[config.mk]
export PLATFORM = sky130hd
export DESIGN_NAME = lava_pattern_sequencer_flat
export DESIGN_NICKNAME = d
export VERILOG_FILES = /design/src/rtl/lava_pattern_sequencer_if.sv /design/src/rtl/lava_pattern_sequencer.sv /design/src/flat_wrapper.sv
export SDC_FILE = /design/constraint.sdc
export NUM_CORES = 1
export LEC_CHECK = 0
export ABC_CLOCK_PERIOD_IN_PS = 2040
export BUFFER_PORTS_ARGS = -buffer_cell sky130_fd_sc_hd__buf_4
export CORE_MARGIN = 3
export CORE_UTILIZATION = 54
export DETAILED_ROUTE_END_ITERATION = 16
export GPL_TIMING_DRIVEN = 0
export PLACE_DENSITY_LB_ADDON = 0.3
export REMOVE_ABC_BUFFERS = 1
export SETUP_SLACK_MARGIN = 0.2
export SLEW_MARGIN = 20
export SYNTH_ARGS = -nofsm -noshare
export SYNTH_HDL_FRONTEND = slang
export SYNTH_SLANG_ARGS = --single-unit
[constraint.sdc]
create_clock -name clock -period 2.04 [get_ports clock]
set_input_delay 0.306 -clock clock [delete_from_list [all_inputs] [get_ports clock]]
set_output_delay 0.306 -clock clock [all_outputs]
set_load 0.005 [all_outputs]
[src/rtl/lava_pattern_sequencer_if.sv]
// ----------------------------------------------------------------------------
// lava_pattern_sequencer_if
//
// Purpose:
//    Bundles the run request and all pattern/status outputs of the lava
//    pattern sequencer into one connection.
//
// Signals:
//    start        run request from the game controller (level-sensitive)
//    pattern      12-bit parallel pattern for the downstream shift register
//    load_n       0 = downstream register loads pattern, 1 = it shifts left
//    shift_count  index of the current SHIFT cycle (0..10), 0 otherwise
//    level        difficulty level (0..15) for the HEX decoder
//    pattern_done one-cycle pulse in the final SHIFT cycle of each pattern
//    level_up     one-cycle pulse in the cycle after the level increments
//
// Modports:
//    master  side that issues start and consumes the outputs
//    slave   the sequencer itself
// ----------------------------------------------------------------------------
interface lava_pattern_sequencer_if;
   logic        start;
   logic [11:0] pattern;
   logic        load_n;
   logic [3:0]  shift_count;
   logic [3:0]  level;
   logic        pattern_done;
   logic        level_up;

   // Controller / observer view of the sequencer
   modport master (
      output start,
      input  pattern,
      input  load_n,
      input  shift_count,
      input  level,
      input  pattern_done,
      input  level_up
   );

   // Sequencer view: takes start, drives everything else
   modport slave (
      input  start,
      output pattern,
      output load_n,
      output shift_count,
      output level,
      output pattern_done,
      output level_up
   );
endinterface

[src/rtl/lava_pattern_sequencer.sv]
// ----------------------------------------------------------------------------
// lava_pattern_sequencer
//
// Purpose:
//    Produces 12-bit lava-row patterns from a maximal-length 12-bit Fibonacci
//    LFSR and sequences the downstream 12-bit load/shift register: one LOAD
//    cycle followed by eleven SHIFT cycles per pattern, one cycle per screen
//    row step. Patterns are thinned (ANDed with their own rotation) while the
//    difficulty level is below DENSE_LEVEL. The level rises by one every
//    PATTERNS_PER_LEVEL completed patterns and saturates at 15.
//
// Ports:
//    clock    roll clock, rising-edge active
//    reset_n  asynchronous active-low reset
//    bus      slave side of lava_pattern_sequencer_if (start in, status out)
//
// Parameters:
//    SEED                LFSR reset value (0 is replaced by 12'h001)
//    PATTERNS_PER_LEVEL  completed patterns per level increment (1..15)
//    DENSE_LEVEL         level at or above which patterns are not thinned
// ----------------------------------------------------------------------------
module lava_pattern_sequencer #(
   parameter logic [11:0] SEED               = 12'hACE,
   parameter int          PATTERNS_PER_LEVEL = 8,
   parameter int          DENSE_LEVEL        = 4
) (
   input  logic                     clock,
   input  logic                     reset_n,
   lava_pattern_sequencer_if.slave  bus
);

   // An all-zero LFSR would lock up, so a zero seed is bumped to 1.
   localparam logic [11:0] SEED_INIT  = (SEED == 12'h000) ? 12'h001 : SEED;
   localparam logic [3:0]  PPL_LAST   = 4'(PATTERNS_PER_LEVEL - 1);
   localparam logic [4:0]  DENSE_LVL  = 5'(DENSE_LEVEL);
   localparam logic [3:0]  LAST_SHIFT = 4'd10;
   localparam logic [3:0]  MAX_LEVEL  = 4'd15;

   typedef enum logic [1:0] {
      IDLE  = 2'd0,
      LOAD  = 2'd1,
      SHIFT = 2'd2
   } state_t;

   state_t      state_q, state_d;
   logic [11:0] lfsr_q, lfsr_d;
   logic [3:0]  shift_count_q, shift_count_d;
   logic [3:0]  pattern_cnt_q, pattern_cnt_d;
   logic [3:0]  level_q, level_d;
   logic        level_up_q, level_up_d;

   logic [11:0] lfsr_next;
   logic [11:0] lfsr_thin;

   // Taps 12,11,10,4 give the maximal 4095-state sequence; shifting left
   // keeps the newest bit at the LSB.
   assign lfsr_next = {lfsr_q[10:0], lfsr_q[11] ^ lfsr_q[10] ^ lfsr_q[9] ^ lfsr_q[3]};

   // Thinning keeps a lava cell only if its right-hand neighbour (with
   // wrap-around) is also lava, which roughly halves the density.
   assign lfsr_thin = lfsr_q & {lfsr_q[0], lfsr_q[11:1]};

   // State register: every piece of sequencer state lives here and is
   // cleared the instant reset_n drops, independent of the roll clock.
   always_ff @(posedge clock or negedge reset_n) begin
      if (!reset_n) begin
         state_q       <= IDLE;
         lfsr_q        <= SEED_INIT;
         shift_count_q <= 4'd0;
         pattern_cnt_q <= 4'd0;
         level_q       <= 4'd0;
         level_up_q    <= 1'b0;
      end else begin
         state_q       <= state_d;
         lfsr_q        <= lfsr_d;
         shift_count_q <= shift_count_d;
         pattern_cnt_q <= pattern_cnt_d;
         level_q       <= level_d;
         level_up_q    <= level_up_d;
      end
   end

   // Next-state logic: IDLE waits for start, LOAD lasts exactly one cycle
   // and advances the LFSR, SHIFT runs eleven cycles and then decides
   // between another LOAD and IDLE. The pattern boundary is also where the
   // pattern counter and level are bumped, so a new level takes effect on
   // the very next LOAD.
   always_comb begin
      state_d       = state_q;
      lfsr_d        = lfsr_q;
      shift_count_d = shift_count_q;
      pattern_cnt_d = pattern_cnt_q;
      level_d       = level_q;
      level_up_d    = 1'b0;
      case (state_q)
         IDLE: begin
            if (bus.start) begin
               state_d = LOAD;
            end
         end
         LOAD: begin
            state_d       = SHIFT;
            lfsr_d        = lfsr_next;
            shift_count_d = 4'd0;
         end
         SHIFT: begin
            if (shift_count_q == LAST_SHIFT) begin
               shift_count_d = 4'd0;
               state_d       = bus.start ? LOAD : IDLE;
               if (pattern_cnt_q == PPL_LAST) begin
                  pattern_cnt_d = 4'd0;
                  if (level_q != MAX_LEVEL) begin
                     level_d    = level_q + 4'd1;
                     level_up_d = 1'b1;
                  end
               end else begin
                  pattern_cnt_d = pattern_cnt_q + 4'd1;
               end
            end else begin
               shift_count_d = shift_count_q + 4'd1;
            end
         end
         default: begin
            state_d       = IDLE;
            shift_count_d = 4'd0;
         end
      endcase
   end

   // Output decode: everything is a function of registered state only, so
   // start never reaches an output combinationally. IDLE presents zeros
   // with load_n low so the downstream register is flushed to empty.
   always_comb begin
      bus.pattern      = 12'h000;
      bus.load_n       = 1'b0;
      bus.pattern_done = 1'b0;
      if (state_q != IDLE) begin
         bus.pattern = ({1'b0, level_q} < DENSE_LVL) ? lfsr_thin : lfsr_q;
      end
      if (state_q == SHIFT) begin
         bus.load_n       = 1'b1;
         bus.pattern_done = (shift_count_q == LAST_SHIFT);
      end
      bus.shift_count = shift_count_q;
      bus.level       = level_q;
      bus.level_up    = level_up_q;
   end

endmodule

[src/flat_wrapper.sv]
// flat-port wrapper written by rule: the top's interface ports become plain ports
module lava_pattern_sequencer_flat 
#(
   parameter logic [11:0] SEED               = 12'hACE,
   parameter int          PATTERNS_PER_LEVEL = 8,
   parameter int          DENSE_LEVEL        = 4
)
  (clock, reset_n, bus_start, bus_pattern, bus_load_n, bus_shift_count, bus_level, bus_pattern_done, bus_level_up);
  lava_pattern_sequencer_if bus_i ();
  input  logic clock;
  input  logic reset_n;
  input wire logic [$bits(bus_i.start)-1:0] bus_start;
  output wire logic [$bits(bus_i.pattern)-1:0] bus_pattern;
  output wire logic [$bits(bus_i.load_n)-1:0] bus_load_n;
  output wire logic [$bits(bus_i.shift_count)-1:0] bus_shift_count;
  output wire logic [$bits(bus_i.level)-1:0] bus_level;
  output wire logic [$bits(bus_i.pattern_done)-1:0] bus_pattern_done;
  output wire logic [$bits(bus_i.level_up)-1:0] bus_level_up;
  assign bus_i.start = bus_start;
  assign bus_pattern = bus_i.pattern;
  assign bus_load_n = bus_i.load_n;
  assign bus_shift_count = bus_i.shift_count;
  assign bus_level = bus_i.level;
  assign bus_pattern_done = bus_i.pattern_done;
  assign bus_level_up = bus_i.level_up;
  lava_pattern_sequencer #(.SEED(SEED), .PATTERNS_PER_LEVEL(PATTERNS_PER_LEVEL), .DENSE_LEVEL(DENSE_LEVEL)) u_core (.clock(clock), .reset_n(reset_n), .bus(bus_i));
endmodule
### Yosys cells after proc, flatten, opt, wreduce, memory -nomap -nowiden

Index checks and enable logic that the tools add are counted.

* logic and storage cells: 41
* output and inout port bits: 23
* bits in registers: 27

* order comparisons: 1
* reductions and logical operators: 5
* eq/ne operators: 7
* multiplexer cells: 15
* $add $sub $neg: 3
* bitwise operators: 4

Operators by type and width (count)
* 2-to-1 mux 12 bit: 2
* adder 4 x 1 -> 4 bit (second input constant): 3
* bitwise AND 12 bit: 1
* 2-to-1 mux 4 bit: 2
* one-hot mux 4 bit (2 select lines): 1
* 2-to-1 mux 1 bit: 7
* one-hot mux 2 bit (3 select lines): 1
* == test 4 x 3 -> 1 bit (second input constant): 1
* == test 4 bit (second input constant): 1
* less-than comparator 4 x 3 -> 1 bit (second input constant): 1
* 2-to-1 mux 2 bit: 2
* != test 2 bit (second input constant): 2
* != test 4 bit (second input constant): 1
* AND reduction 2 bit: 2
* AND reduction 4 bit: 1
* bitwise XOR 1 bit: 3
* == test 2 x 1 -> 1 bit (second input constant): 1
* == test 2 bit (second input constant): 1
* zero test 2 bit: 1
* nonzero test 2 bit: 1

### Depth between registers and ports, before layout

Gate-level depths: netlist of the first run.

* word-level depth: 5
* mapped depth: 6
* depth with buffers taken out: 6

### Worst setup path before layout of the first run

OpenSTA, ideal clock, no wires.

* path kind: flip-flop to flip-flop
* start point: register u_core.shift_count_q[0], in the netlist u_core.bus.shift_count[0]
* end point: register u_core.level_q[1], in the netlist u_core.bus.level[1]
* arrival: 1.479 ns
* setup slack: 0.436 ns
* required time: 1.915 ns
* period minus slack after synthesis: 1.604 ns
* stages on the path, launching flop included: 6
* cell sequence: dfrtp_1 > inv_1 > ha_1 > nand3b_4 > nor4_4 > mux2_2

* word-level cells in the longest chain between the ends: 2

Ends and longest elaborated chain
* from (decl): RTL line lava_pattern_sequencer.sv:47 `logic [3:0] shift_count_q, shift_count_d;`
* from (signal assigned): RTL line lava_pattern_sequencer.sv:76 `shift_count_q <= shift_count_d;`
* == test 4 bit: RTL line lava_pattern_sequencer.sv:107 `if (shift_count_q == LAST_SHIFT) begin`
* AND reduction 4 bit (no source line)
* to (signal assigned): RTL line lava_pattern_sequencer.sv:78 `level_q <= level_d;`
* to (decl): RTL line lava_pattern_sequencer.sv:49 `logic [3:0] level_q, level_d;`

Every way passes these cells.
A chain may end at the register's enable or synchronous reset.

### Final worst setup path of the first run

* start point: register u_core.shift_count_q[1], in the netlist u_core.bus.shift_count[1]
* end point: output bus_pattern_done

* word-level cells in the longest chain between the ends: 2

Ends and longest elaborated chain
* == test 4 bit: RTL line lava_pattern_sequencer.sv:142 `bus.pattern_done = (shift_count_q == LAST_SHIFT);`
* 2-to-1 mux 1 bit: RTL line lava_pattern_sequencer.sv:140 `if (state_q == SHIFT) begin`
* to (decl): RTL line flat_wrapper.sv:17 `output wire logic [$bits(bus_i.pattern_done)-1:0] bus_pattern_done;`

Every way passes these cells.

==> results.cfg, run 1 <==
[floorplan]
coreArea_mm2 = 0.002297
die_width_um = 56.07
die_h_um = 56.07
start_util_pct = 58.93
ios = 26
dieArea_mm2 = 0.003144
rows = 17

[setup_path]
critical_path.max_fanout = 5
critPathMaxStageDelay_ps = 440
critPathSlowestCell = dfrtp_1
critPathCaptureType = output pin
reg2reg_to = u_core.bus.level[1]
crit_chain = ha_2 -> nand3b_4 -> nor2_4 -> buf_4
worstRegToRegCells = 4
critPathKind = reg2out
reg2reg_from = u_core.bus.shift_count[1]
cp.arrival_ps = 1440
reg2reg_slack_ps = 350
required_ps = 1730
start_kind = register

[clock_network]
h-tree-depth = 1
clock-root-buffer = clkbuf_4
cts_made_buffers = 3
clock_sinks = 27
cts_tree = yes
clk_path_buf_depth = 2
path_clk_slew_ps = 140
insertion_delay_ps = 320

[synthesis]
synth-main-ff-cell = dfrtp_1
yosysUniqueCellTypes = 32
synthArstFlopShare_pct = 100.0
synth-seq-cells = 27
synth_seq_area_share_pct = 50.55
avgSynthCellArea_um2 = 12.31
yosysWarnings = 0
synth_edf_count = 0
syn_area_mm2 = 0.001354
synthCells = 110

[min_path]
whs_path_depth = 2
hp-start = bus_start
whs_endpoint = u_core.state_q[0]
hold_path_class = in2reg

[detailed_routing]
viasPerCell = 5.976
dr.pass1.iters = 5
routed_wl_um = 2617
detail-route-antenna-nets = 0
drtIter0Drc = 33
num_vias = 1004
drc_errors = 0
routedWlPerCell_um = 15.58

[power]
power.density_mw_per_mm2 = 735.4
seq_power_share_pct = 52.1
p_int_mw = 0.8116
finalPower_mw = 1.207
switching_share_pct = 32.78
comb_power_share_pct = 29.2
p_switching_mw = 0.3957
leakage_nw = 0.9354
power_frac_clock_pct = 18.7
worst_ir_drop_vdd_mv = 0.6231

[placed_design]
post-place-ws_ps = 289.5
dpl.cell_count = 158
placedInstanceArea_mm2 = 0.001554
dp_hpwl_um = 1778
io_buffers = 25
gp_congestion = 0.7194

[sta]
layout_worst_path_cycle_share_pct = 85.71
setup_tns_ps = 0
skew_ps = 2.904
final.setup.worst_slack_ps = 291.5
setup_viol = 0
timing.hold.ws_ps = 217.2
drv_slew = 0
relSlewSlack_pct = 59.35
rsz0062_at_grt = no
timing.final.crit_period_ps = 1749
worstMarginPinSlew_ps = 609.7
report.final.hold_viol_count = 0
timing.fmax_ghz = 0.5719

[grt]
grt_usage_pct = 16.82
grt_antenna_before_repair = 0
grt_pass1_vias = 943
grt-ovfl-total = 0
grt_pass1_wl_um = 4236
grt_start_max_net_pins = 28

[cells_and_area]
stdcell_area_mm2 = 0.001642
areaGrowthSynthToFinish_pct = 21.26
fin_cells = 168
fin_util_pct = 71.46
diodes = 0
fin_nets = 149
drive_gt1_share_pct = 45.71

[status]
status = complete, no violations

[job]
maxCapViolCount = 0
cell usage in the layout, fill, tap and decap left out, types with 2 or more instances in the layout:
cell	Yosys	layout
o21ai_0	5	5
nand4_1	2	2
a21oi_1	2	2
buf_4	0	30
nor2_1	5	5
mux2_2	14	14
nand2_1	10	10
clkbuf_4	0	3
ha_1	5	4
dfrtp_2	0	2
inv_1	2	2
o311a_1	11	11
dfstp_2	7	7
xor2_1	2	2
xnor2_1	3	3
dfrtp_1	20	18
kinds of logic after synthesis:
family	synth area share (%)
adders and majority gates	4.621
buffers and inverters	2.218
and+or+nand+nor	13.86
DFF	50.55
xor gates and xnor gates	3.235
muxes	12.48
AOI/OAI and AO/OA	13.03
worst max path at each step:
stage / start / endpoint / slack, ps / cells after the start
2_1_floorplan: u_core.bus.shift_count[0] / u_core.bus.level[1] / 440 / 5
5_1_grt: u_core.bus.shift_count[1] / bus_pattern_done / 180 / 4
3_5_place_dp: u_core.bus.shift_count[0] / u_core.bus.level[3] / 290 / 6
4_1_cts: u_core.state_q[0] / bus_pattern[4] / 210 / 3
3_3_place_gp: u_core.bus.shift_count[0] / u_core.bus.level[1] / 350 / 5
6_report: u_core.bus.shift_count[1] / bus_pattern_done / 290 / 4
synth_stat cells (all sizes together) (2+ instances only):
library cell	instances	share of area, %
buf	3	1.1
o311a	11	8.1
nand4	2	0.92
nand3b	2	2.0
dfrtp	20	37
o21ai	5	1.8
nor2	6	1.8
and3	2	1.3
a21oi	2	0.74
nand2b	2	1.5
ha	5	4.6
xnor2	3	1.9
xor2	2	1.3
dfstp	7	14
nand2	10	2.8
inv	2	0.55
clkbuf	2	0.55
mux2	15	12
sequential cells by signal, summed over array words and instances (netlist names):
register	count
u_core.bus.level	4
u_core.bus.level_up	1
u_core.bus.shift_count	4
u_core.lfsr_q	12
u_core.pattern_cnt_q	4
u_core.state_q	2
power groups by stage:
stage | Clock [mW] | Sequential (mW) | Combinational, mW
after floorplan | 0 | 0.637 | 0.195
final | 0.225 | 0.630 | 0.352
after global placement | 0 | 0.644 | 0.297
after detailed placement | 0 | 0.645 | 0.307
after global routing | 0.264 | 0.640 | 0.392
after CTS | 0.236 | 0.629 | 0.334
what timing repair did:
item | in CTS | in global routing
hold buffers | 1 | 0
setup endpoints to repair | 1 | 13
pin swaps | 0 | 1
endpoints found under the hold margin | 20 | 0
buffers inserted | 1 | 4
gates resized for setup | 1 | 4
area by class of cell:
cell class / count / area (um2)
fill: 174 / 655.6
inverter: 2 / 7.507
clock inverter: 1 / 5.005
clock buffer: 3 / 22.52
sequential: 27 / 686.9
multi-input combinational: 76 / 649.4
timing repair buffer: 31 / 235.2
tap: 28 / 35.03
metal layers:
| layer | part of all wire [%] | routed length (um) | global-route usage [%] |
|---|---|---|---|
| met2 | 51 | 1336 | 28.38 |
| met1 | 43 | 1138 | 21.89 |
| met5 | 0 | 0 | 0 |
| met3 | 5.1 | 134 | 3.016 |
| met4 | 0.27 | 7 | 5.085 |
worst max-delay path, delay by kind of cell (launching register included):
family,cells,cell delay [ps]
flops,1,440
simple gates,2,310
fa+ha+maj,1,250
buf+inv,1,130
(Power assumes the default switching activity.)
==> inputs of run 2 (changes only) <==
CORE_MARGIN = 4   (was 3)
==> run 2 against run 1 <==
Final cell count fell by 1.2%. Clock skew rose by 5.9 ps. Count of clock-buffer cells in the layout rose by 1. Largest power group unchanged. Largest cell class unchanged. Critical path depth rose by 1. Core utilization fell by 0.49 points. Critical path type unchanged. Cell area fell by 0.69%. Sequential share of layout area rose by 0.37 points. Critical endpoint unchanged. Die area rose by 7.3%.
==> results.cfg, run 2 (synthesis results as in run 1) <==
[status]
status = complete, no violations

[sta]
report.final.hold_viol_count = 0
worstMarginPinSlew_ps = 601.2
timing.fmax_ghz = 0.5640
drv_slew = 0
rsz0062_at_grt = no
timing.final.crit_period_ps = 1773
setup_tns_ps = 0
relSlewSlack_pct = 59.92
setup_viol = 0
layout_worst_path_cycle_share_pct = 86.91
skew_ps = 8.776
final.setup.worst_slack_ps = 267.0

[grt]
grt_pass1_wl_um = 4278
grt_start_max_net_pins = 28
grt_usage_pct = 16.23
grt_antenna_before_repair = 0
grt_pass1_vias = 942
grt-ovfl-total = 0

[power]
p_switching_mw = 0.3819
worst_ir_drop_vdd_mv = 0.5202
leakage_nw = 0.9215
power_frac_clock_pct = 18.4
power.density_mw_per_mm2 = 729.1
seq_power_share_pct = 54.0
finalPower_mw = 1.189
comb_power_share_pct = 27.6
switching_share_pct = 32.13
p_int_mw = 0.8066

[cells_and_area]
largest_reg_flops = 12
layout_commonest_cell = buf_4
multi_input_area_um2 = 649.4
diodes = 0
regMostFlops = u_core.lfsr_q
num-fill-cells = 169
stdcell_area_mm2 = 0.001630
fin_nets = 147
drive_gt1_share_pct = 44.93
final_cell_mix = buf_4 (27), dfrtp_1 (17), mux2_2 (14)
register_area_um2 = 688.2
fin_cells = 166
areaGrowthSynthToFinish_pct = 20.42

[placed_design]
dpl.cell_count = 158
gp_congestion = 0.7807
post-place-ws_ps = 328.4
io_buffers = 25
dp_hpwl_um = 1727
placedInstanceArea_mm2 = 0.001554

[clock_network]
h-tree-depth = 1
cts_tree = yes
cts_made_buffers = 3
clock-root-buffer = clkbuf_4
clock_sinks = 27
path_clk_slew_ps = 140
clk_path_buf_depth = 2
insertion_delay_ps = 310

[detailed_routing]
routed_wl_um = 2532
routedWlPerCell_um = 15.25
viasPerCell = 5.843
dr.pass1.iters = 4
detail-route-antenna-nets = 0
drtIter0Drc = 32
drc_errors = 0
num_vias = 970

[setup_path]
start_kind = register
required_ps = 1730
critPathCaptureType = output pin
critical_path.max_fanout = 6
critPathKind = reg2out
cp.arrival_ps = 1470

[floorplan]
rows = 17
start_util_pct = 58.93
die_width_um = 58.07
die_h_um = 58.07
dieArea_mm2 = 0.003372
coreArea_mm2 = 0.002297
ios = 26

[min_path]
hold_path_class = in2reg

[job]
maxCapViolCount = 0
-- run 2: stage by stage --
step                hold WS, ps  utilization [%]
floorplan                 10.41                -
CTS                       226.4            69.44
global route              203.3            70.97
finish                    232.3            70.97
detailed placement        237.3            67.65
global placement          232.4            67.65
-- run 2: layout make-up --
type                       instances  area share (%)
sequential                        27           42.21
multi-input combinational         76           39.83
timing repair buffer              29           13.74
tap                               28           2.149
clock buffer                       4           1.612
inverter                           2          0.4605
-- run 2: path summary, 6_finish.rpt --
path                                            from  slack, ps  cells past startpoint                        end
min in group asynchronous                    reset_n        420                      2           u_core.lfsr_q[0]
min                                        bus_start        230                      2          u_core.state_q[0]
min reg2reg                u_core.bus.shift_count[0]        550                      1  u_core.bus.shift_count[0]
max in group asynchronous                    reset_n       1310                      2           u_core.lfsr_q[6]
max                        u_core.bus.shift_count[0]        270                      5           bus_pattern_done
max reg2reg                u_core.bus.shift_count[0]        310                      5        u_core.bus.level[1]
-- run 2: timing repair --
action                                  4_1_cts  5_1_grt
endpoints found under the setup margin        1       14
pin swaps                                     0        1
resized for setup                             1        6
buffers inserted                              0        3
hold buffers                                  1        0
endpoints found under the hold margin        20        0
-- run 2: critical path, stage by stage, from the launching register on --
cell and delay (ps):
dfrtp_2 460, inv_1 70, ha_2 210, nand3b_4 120, nor2_4 180, buf_6 110
-- run 2: power groups by stage --
stage                     clock [mW]  combinational (mW)  sequential [mW]
after floorplan                    0               0.195            0.637
after global placement             0               0.300            0.643
after detailed placement           0               0.305            0.646
after CTS                      0.226               0.311            0.637
after global routing           0.260               0.367            0.651
final                          0.219               0.328            0.641
-- run 2: metal layers --
metal	global-route usage [%]	vias to the layer above	wire [um]	part of all wire, %
met3	3.341	2	151	6.0
met5	0	-	0	0
met1	21.59	476	1110	44
li1	-	465	-	-
met4	3.974	0	12	0.47
met2	27.10	27	1256	50
